$ cat config.mk
export PLATFORM = sky130hd
export DESIGN_NAME = stopwatch_ctrl
export DESIGN_NICKNAME = d
export VERILOG_FILES = /design/src/rtl/stopwatch_pkg.sv /design/src/rtl/stopwatch_ctrl_btn_debounce.sv /design/src/rtl/stopwatch_ctrl.sv
export SDC_FILE = /design/constraint.sdc
export NUM_CORES = 1
export LEC_CHECK = 0
export ABC_AREA = 1
export ABC_CLOCK_PERIOD_IN_PS = 1900
export BUFFER_PORTS_ARGS = -buffer_cell sky130_fd_sc_hd__buf_2
export CORE_MARGIN = 5
export CORE_UTILIZATION = 40
export CTS_CLUSTER_SIZE = 8
export DETAILED_ROUTE_END_ITERATION = 10
export GPL_ROUTABILITY_DRIVEN = 0
export HOLD_SLACK_MARGIN = 0.15
export PLACE_DENSITY = 0.62
export SYNTH_ARGS = -nofsm -noshare
export SYNTH_HDL_FRONTEND = slang
export SYNTH_SLANG_ARGS = --single-unit
$ cat constraint.sdc
create_clock -name master_clk -period 1.9 [get_ports master_clk]
set_clock_uncertainty 0.15 [all_clocks]
set_input_delay 0.095 -clock master_clk [delete_from_list [all_inputs] [get_ports master_clk]]
set_output_delay 0.095 -clock master_clk [all_outputs]
set_load 0.01 [all_outputs]
$ cat src/rtl/stopwatch_pkg.sv
// Shared definitions for the lab3 stopwatch control sequencer: mode encodings
// and the default debounce window for a 100 MHz board clock.
package stopwatch_pkg;

    typedef enum logic [1:0] {
        MODE_RUN    = 2'd0,
        MODE_ADJUST = 2'd1
    } mode_e;

    localparam int DEBOUNCE_CYCLES_DEFAULT = 500000;
    localparam int DB_CNT_W_DEFAULT        = 19;

endpackage

$ cat src/rtl/stopwatch_ctrl_btn_debounce.sv
// Push-button conditioning: 2-flop synchronizer, stable-count debouncer and a
// registered one-cycle pulse issued on the same edge the debounced level rises.
module btn_debounce
    import stopwatch_pkg::*;
#(
    parameter int DEBOUNCE_CYCLES = DEBOUNCE_CYCLES_DEFAULT,
    parameter int DB_CNT_W        = DB_CNT_W_DEFAULT
) (
    input  logic master_clk,
    input  logic rst,
    input  logic raw,
    output logic level,
    output logic rise_pulse
);

    logic [1:0]          sync_q;
    logic [DB_CNT_W-1:0] cnt_q, cnt_d;
    logic                level_q, level_d;
    logic                rise_q, rise_d;
    logic                synced;

    assign synced = sync_q[1];

    // The counter only runs while the synchronized input disagrees with the
    // accepted level; any agreement restarts the stability window.
    always_comb begin
        cnt_d   = '0;
        level_d = level_q;
        rise_d  = 1'b0;
        if (synced != level_q) begin
            if (cnt_q == DB_CNT_W'(DEBOUNCE_CYCLES - 1)) begin
                level_d = synced;
                rise_d  = synced;
            end else begin
                cnt_d = cnt_q + 1'b1;
            end
        end
    end

    always_ff @(posedge master_clk or posedge rst) begin
        if (rst) begin
            sync_q  <= '0;
            cnt_q   <= '0;
            level_q <= 1'b0;
            rise_q  <= 1'b0;
        end else begin
            sync_q  <= {sync_q[0], raw};
            cnt_q   <= cnt_d;
            level_q <= level_d;
            rise_q  <= rise_d;
        end
    end

    assign level      = level_q;
    assign rise_pulse = rise_q;

endmodule

$ cat src/rtl/stopwatch_ctrl.sv
// Run/pause/adjust sequencer for the lab3 stopwatch: turns divider strobes and
// board inputs into one-cycle counter increments and digit blink enables.
module stopwatch_ctrl
    import stopwatch_pkg::*;
#(
    parameter int DEBOUNCE_CYCLES = DEBOUNCE_CYCLES_DEFAULT,
    parameter int DB_CNT_W        = DB_CNT_W_DEFAULT
) (
    input  logic       master_clk,
    input  logic       rst,
    input  logic       pause_btn,
    input  logic       adj,
    input  logic       sel,
    input  logic       tick_1hz,
    input  logic       tick_2hz,
    input  logic       tick_blink,
    input  logic       sec_max,
    output logic       sec_inc,
    output logic       min_inc,
    output logic       paused,
    output logic [1:0] mode,
    output logic       blink_min,
    output logic       blink_sec
);

    logic       pb_db, pb_rise, pause_evt;
    logic [1:0] sw_meta_q, sw_sync_q;
    logic       adj_s, sel_s;

    logic [1:0] mode_q, mode_d;
    logic       paused_q, paused_d;
    logic       sec_inc_q, sec_inc_d;
    logic       min_inc_q, min_inc_d;
    logic       phase_q, phase_d;
    logic       blink_min_q, blink_min_d;
    logic       blink_sec_q, blink_sec_d;

    btn_debounce #(
        .DEBOUNCE_CYCLES(DEBOUNCE_CYCLES),
        .DB_CNT_W       (DB_CNT_W)
    ) u_pause_db (
        .master_clk(master_clk),
        .rst       (rst),
        .raw       (pause_btn),
        .level     (pb_db),
        .rise_pulse(pb_rise)
    );

    // The rise pulse and the level update on the same edge, so this gate is
    // transparent; it only guards against a pulse without an accepted press.
    assign pause_evt = pb_rise & pb_db;

    assign adj_s = sw_sync_q[0];
    assign sel_s = sw_sync_q[1];

    // Strobes are judged against the current (pre-update) mode and pause flag.
    always_comb begin
        mode_d    = MODE_RUN;
        paused_d  = paused_q ^ pause_evt;
        sec_inc_d = 1'b0;
        min_inc_d = 1'b0;
        phase_d   = 1'b0;
        case (mode_q)
            MODE_RUN: begin
                mode_d = adj_s ? MODE_ADJUST : MODE_RUN;
                if (!paused_q && tick_1hz) begin
                    sec_inc_d = 1'b1;
                    min_inc_d = sec_max;
                end
            end
            MODE_ADJUST: begin
                mode_d  = adj_s ? MODE_ADJUST : MODE_RUN;
                phase_d = phase_q ^ tick_blink;
                if (!paused_q && tick_2hz) begin
                    sec_inc_d = sel_s;
                    min_inc_d = ~sel_s;
                end
            end
            default: mode_d = MODE_RUN;
        endcase
        blink_min_d = (mode_d == MODE_ADJUST) & ~sel_s & phase_d;
        blink_sec_d = (mode_d == MODE_ADJUST) &  sel_s & phase_d;
    end

    always_ff @(posedge master_clk or posedge rst) begin
        if (rst) begin
            sw_meta_q   <= '0;
            sw_sync_q   <= '0;
            mode_q      <= MODE_RUN;
            paused_q    <= 1'b0;
            sec_inc_q   <= 1'b0;
            min_inc_q   <= 1'b0;
            phase_q     <= 1'b0;
            blink_min_q <= 1'b0;
            blink_sec_q <= 1'b0;
        end else begin
            sw_meta_q   <= {sel, adj};
            sw_sync_q   <= sw_meta_q;
            mode_q      <= mode_d;
            paused_q    <= paused_d;
            sec_inc_q   <= sec_inc_d;
            min_inc_q   <= min_inc_d;
            phase_q     <= phase_d;
            blink_min_q <= blink_min_d;
            blink_sec_q <= blink_sec_d;
        end
    end

    assign sec_inc   = sec_inc_q;
    assign min_inc   = min_inc_q;
    assign paused    = paused_q;
    assign mode      = mode_q;
    assign blink_min = blink_min_q;
    assign blink_sec = blink_sec_q;

endmodule

# After elaboration in Yosys (flattened, before gate mapping)
# Index checks and enable logic that the tools add are counted.
# W data, S select, Z words.
# op_classes
addsub	1
bitwise_logic	8
muxes	13
n_reduce_logical	6
eq_ne	4
# ops
cell	n
$mux W19	2
$add A19 B1 Y19 const B	1
$eq A19 B19 Y1 const B	1
$mux W1	9
$and A1 B1 Y1	5
$eq A2 B1 Y1 const B	2
$pmux W1 S2	2
$logic_and A1 B1 Y1	2
$logic_not A2 Y1	1
$reduce_and A2 Y1	1
$reduce_or A2 Y1	1
$xor A1 B1 Y1	2
$logic_not A1 Y1	1
$ne A1 B1 Y1	1
$not A1 Y1	1
# totals
out_inout_bits	7
wordCells	45
inputBits	9
ff_bits	35

# Depth between registers and ports, before layout
# logic_depth
depth_word	6
ltp_mapped	8
ltp_nobuf	8

# Hierarchy
# From an unflattened synthesis, not the netlist that was laid out.
# hier_totals
cells_unflattened	193
hier_area_um2	1692.9
# modules_own_cells
mod	cells_each	area_each_um2	n_inst
btn_debounce	157	1302.5	1
stopwatch_ctrl	36	390.4	1

# Worst setup path after synthesis
# Ideal clock, no wire load.
# synth_path
path_type	reg-to-reg
start	reg u_pause_db.cnt_q[0]
end	reg u_pause_db.cnt_q[5]
t_arrival_ps	1121
required_time_ps	1627
stages_incl_launch_ff	7
path_slack_ps	507
path_cell_list	dfrtp_1 > ha_1 > nand2_1 > nor2_1 > nand3_2 > nand2_1 > nor2_1
# synth_via
elab_chain_cells	3
elab_cells_between_ends	4
cone_classes	add/sub: 1; eq/ne: 1; mux: 2
# synth_rtl
item	line_no	text
start: declaration	stopwatch_ctrl_btn_debounce.sv:17	logic [DB_CNT_W-1:0] cnt_q, cnt_d;
start signal: assignment	stopwatch_ctrl_btn_debounce.sv:48	cnt_q <= cnt_d;
$add A19 B1 Y19 / $eq A19 B19 Y1 (equally long branches)	stopwatch_ctrl_btn_debounce.sv:35, stopwatch_ctrl_btn_debounce.sv:31	
$mux W19 (*)	stopwatch_ctrl_btn_debounce.sv:31	if (cnt_q == DB_CNT_W'(DEBOUNCE_CYCLES - 1)) begin
$mux W19 (*)	stopwatch_ctrl_btn_debounce.sv:30	if (synced != level_q) begin
net u_pause_db.cnt_d[5]	stopwatch_ctrl_btn_debounce.sv:17	
# The timed path passes the listed nets; every way through them passes the cells marked *.
# A chain may end at the register's enable or synchronous reset.

# Worst setup path after layout
# Same ends and word-level chain as after synthesis.

==> impl_metrics.env <==
export IMPL_grt_max_degree=35
export IMPL_critPathCapture="u_pause_db.cnt_q[5]$_DFF_PP0_"
export IMPL_worstSetupStartpointType="register"
export IMPL_clock_insertion_delay_worst_skew_ns=0.29
export IMPL_postSynthRegisterBits=34
export IMPL_run_status="finished, final reports clean"
export IMPL_cts_max_level=2
export IMPL_timing_rr_end="u_pause_db.cnt_q[5]$_DFF_PP0_"
export IMPL_detailed_place_area_um2=1680
export IMPL_rr_startpoint="u_pause_db.cnt_q[0]$_DFF_PP0_"
export IMPL_ys_flop_type="sky130_fd_sc_hd__dfrtp_1"
export IMPL_synthArstFlopShare=1.00
export IMPL_synth_largest_area_cell="sky130_fd_sc_hd__dfrtp_1"
export IMPL_ant_nets=0
export IMPL_worst_setup_path_type="reg2reg"
export IMPL_postLayoutSetupSlackWorst_ns=0.332
export IMPL_worst_setup_path_startpoint="u_pause_db.cnt_q[0]$_DFF_PP0_"
export IMPL_place_worst_setup_slack_ns=0.322
export IMPL_final_cycle_share=0.825
export IMPL_clock_path_buffers=2
export IMPL_detailedRoute_firstIterationViolations=46
export IMPL_core_region_area_um2=3720
export IMPL_synth_cells_most_frequent="39 x sky130_fd_sc_hd__nor2_1, 34 x sky130_fd_sc_hd__dfrtp_1, 31 x sky130_fd_sc_hd__nand2_1"
export IMPL_p_per_area_nw_per_um2=843
export IMPL_path_cells="ha_1 > nand2_1 > nor2_1 > nand3_2 > nand2_1 > nor2_1"
export IMPL_post_drt_via_cell_ratio=4.58
export IMPL_r2r_setup_slack_ns=0.33
export IMPL_totalWireLength_mm=2.71
export IMPL_power_mw=1.61
export IMPL_ir_worst_vdd_v=0.000636
export IMPL_boundaryPins=16
export IMPL_finalSetupViolCount=0
export IMPL_critical_path_slowest_cell="sky130_fd_sc_hd__dfrtp_1"
export IMPL_most_frequently_used_cell_type_in_the_post_synthesis_netlist="sky130_fd_sc_hd__nor2_1"
export IMPL_numCtsBuffers=5
export IMPL_finish_cell_count_without_fillers=254
export IMPL_finalMaxSlewViolations=0
export IMPL_antenna_cells=0
export IMPL_critPathCaptureType="register"
export IMPL_post_route_drc_count=0
export IMPL_fin_setup_tns_ns=0
export IMPL_power_leakage_nw=0.854
export IMPL_port_buffer_count=14
export IMPL_min_period_ns=1.57
export IMPL_routing_usage_on_met2=0.196
export IMPL_first_pass_iters=4
export IMPL_worstHoldPathType="reg2reg"
export IMPL_grt_busiest_layer="met2"
export IMPL_detailed_placement_wirelength_estimate_mm=2.07
export IMPL_setup_bufs_post_cts=0
export IMPL_edff_count_synth=0
export IMPL_fillCellCount=339
export IMPL_floorplan_rows=22
export IMPL_max_cap_viol_count=0
export IMPL_clock_sinks=34
export IMPL_number_of_global_route_vias_before_repair=1135
export IMPL_finalHoldViolCount=0
export IMPL_die_width_um=72.3
export IMPL_tritoncts_clock_tree="done"
export IMPL_final_hold_worst_slack_ns=0.208
export IMPL_post_route_cell_area_um2=1910
export IMPL_netlist_area_leader_share=0.548
export IMPL_bufs_and_invs_on_worst_path=0
export IMPL_ys_warnings_count=0
export IMPL_timing_critical_path_max_delay_family="simple AND/OR/NAND/NOR gates"
export IMPL_netlist_area_um2=1550
export IMPL_synth_instances=175
export IMPL_groute_usage_overall=0.126
export IMPL_worst_path_stages=6
export IMPL_wire_length_of_the_first_global_routing_pass_mm=5.00
export IMPL_rsz0062_at_grt="no"
export IMPL_globalRouteMet3Util=0.0374
export IMPL_die_area_um2=5220
export IMPL_crit_path_max_fanout=8
export IMPL_grt_met1_usage=0.160
export IMPL_syn_area_per_cell_um2=8.87
export IMPL_grt_antenna_before_repair=0
export IMPL_chipHeight_um=72.3
export IMPL_post_place_cells=237
export IMPL_initial_core_util=0.418
export IMPL_area_delta_synth_final_pct=23.1
export IMPL_fmaxAchievable_ghz=0.638
export IMPL_timing_critical_path_slowest_cell_delay_ns=0.37
export IMPL_via_count=1163
export IMPL_syn_num_nets=185
export IMPL_post_route_cells_drive_above_1_share=0.165
export IMPL_final_net_count=215
export IMPL_critPathArrivalTime_ns=1.58
export IMPL_finalCoreUtilization=0.514
export IMPL_synth_cell_types=27
export IMPL_synth_yosys_seq_area_share=0.548
export IMPL_worstPathRequired_ns=1.92
export IMPL_worstRegToRegCells=6
export IMPL_route_detailed_wl_per_inst_um=10.7
export IMPL_synthTopCellsByArea="sky130_fd_sc_hd__dfrtp_1 55%, sky130_fd_sc_hd__nor2_1 9.4%, sky130_fd_sc_hd__nand2_1 7.5%"
export IMPL_grt_overflow_total=0
export IMPL_root_buffer="sky130_fd_sc_hd__clkbuf_8"
export IMPL_clkTransAtPathRegs_ns=0.07
## cell usage in the layout, fill, tap and decap left out
cell type and count:
sky130_fd_sc_hd__a21oi_1 4, sky130_fd_sc_hd__nor2_4 3, sky130_fd_sc_hd__nor2_2 3, sky130_fd_sc_hd__nor3_1 2, sky130_fd_sc_hd__clkbuf_8 5, sky130_fd_sc_hd__dfrtp_1 34, sky130_fd_sc_hd__nand3_2 1, sky130_fd_sc_hd__xnor2_1 2
sky130_fd_sc_hd__dlygate4sd3_1 9, sky130_fd_sc_hd__nand3_1 11, sky130_fd_sc_hd__inv_1 19, sky130_fd_sc_hd__nor2_1 39, sky130_fd_sc_hd__o22ai_1 1, sky130_fd_sc_hd__nand2_2 1, sky130_fd_sc_hd__o32ai_1 1, sky130_fd_sc_hd__o31ai_1 1
sky130_fd_sc_hd__inv_2 1, sky130_fd_sc_hd__xor2_1 8, sky130_fd_sc_hd__o21ai_0 3, sky130_fd_sc_hd__clkinv_4 1, sky130_fd_sc_hd__buf_4 1, sky130_fd_sc_hd__xor2_2 1, sky130_fd_sc_hd__nor3b_1 1, sky130_fd_sc_hd__conb_1 1
sky130_fd_sc_hd__nand2_4 1, sky130_fd_sc_hd__nand4_1 2, sky130_fd_sc_hd__o21a_1 1, sky130_fd_sc_hd__buf_2 14, sky130_fd_sc_hd__o21ai_1 1, sky130_fd_sc_hd__bufinv_16 2, sky130_fd_sc_hd__nand2_1 31, sky130_fd_sc_hd__ha_1 1
## cell type report
type / count / area (um^2) / area share
Clock inverter: 3 / 68.8 / 0.0360
Sequential cell: 34 / 851 / 0.446
Timing Repair Buffer: 24 / 168 / 0.0878
Inverter: 20 / 75.1 / 0.0393
Clock buffer: 5 / 68.8 / 0.0360
Multi-Input combinational cell: 120 / 618 / 0.324
Tap cell: 48 / 60.1 / 0.0315
## timing repair
| action | in CTS | in global routing |
|---|---|---|
| endpoints found under the hold margin | 42 | 0 |
| endpoints found under the setup margin | 0 | 0 |
| resized for setup | 0 | 0 |
| hold buffers | 9 | 0 |
## routing by layer
metal	routed length [um]	share of wire
met5	0	0
met4	58	0.021
met3	119	0.044
met2	1270	0.47
met1	1270	0.47
## how the worst min path moves through the flow
stage / end / depth (start not counted) / slack (ns) / from
CTS: sw_sync_q[1]$_DFF_PP0_ / 0 / 0.21 / sw_meta_q[1]$_DFF_PP0_
global placement: u_pause_db.cnt_q[2]$_DFF_PP0_ / 3 / 0.05 / rst
detailed placement: u_pause_db.sync_q[0]$_DFF_PP0_ / 3 / 0.06 / rst
floorplan: sw_meta_q[0]$_DFF_PP0_ / 0 / -0.02 / adj
global route: sw_sync_q[1]$_DFF_PP0_ / 0 / 0.22 / sw_meta_q[1]$_DFF_PP0_
finish: u_pause_db.sync_q[1]$_DFF_PP0_ / 0 / 0.21 / u_pause_db.sync_q[0]$_DFF_PP0_
## flip-flops by register name, summed over array words and instances, names as in the netlist
name,flops
u_pause_db.rise_pulse,1
mode,1
phase_q,1
sec_inc,1
blink_min,1
sw_sync_q,2
paused,1
u_pause_db.level,1
blink_sec,1
min_inc,1
u_pause_db.cnt_q,19
sw_meta_q,2
u_pause_db.sync_q,2
## cell families (layout without fill, tap and decap cells)
kind of cell	count (synthesis)	in the layout	share of synthesized area
flip-flops	34	34	0.548
other	1	1	0.00242
adder cells (fa/ha/maj)	1	1	0.00806
AO/OA/AOI/OAI	12	12	0.0452
XOR/XNOR	11	11	0.0669
buffers and inverters	21	52	0.0532
AND/OR/NAND/NOR	95	95	0.276
## report_power, final
| part | switching [mW] | total, mW | internal (mW) |
|---|---|---|---|
| logic | 0.0430 | 0.0773 | 0.0342 |
| clock network | 0.256 | 0.781 | 0.525 |
| registers | 0.00948 | 0.752 | 0.742 |
No activity file was read; power rests on OpenSTA's default activity.
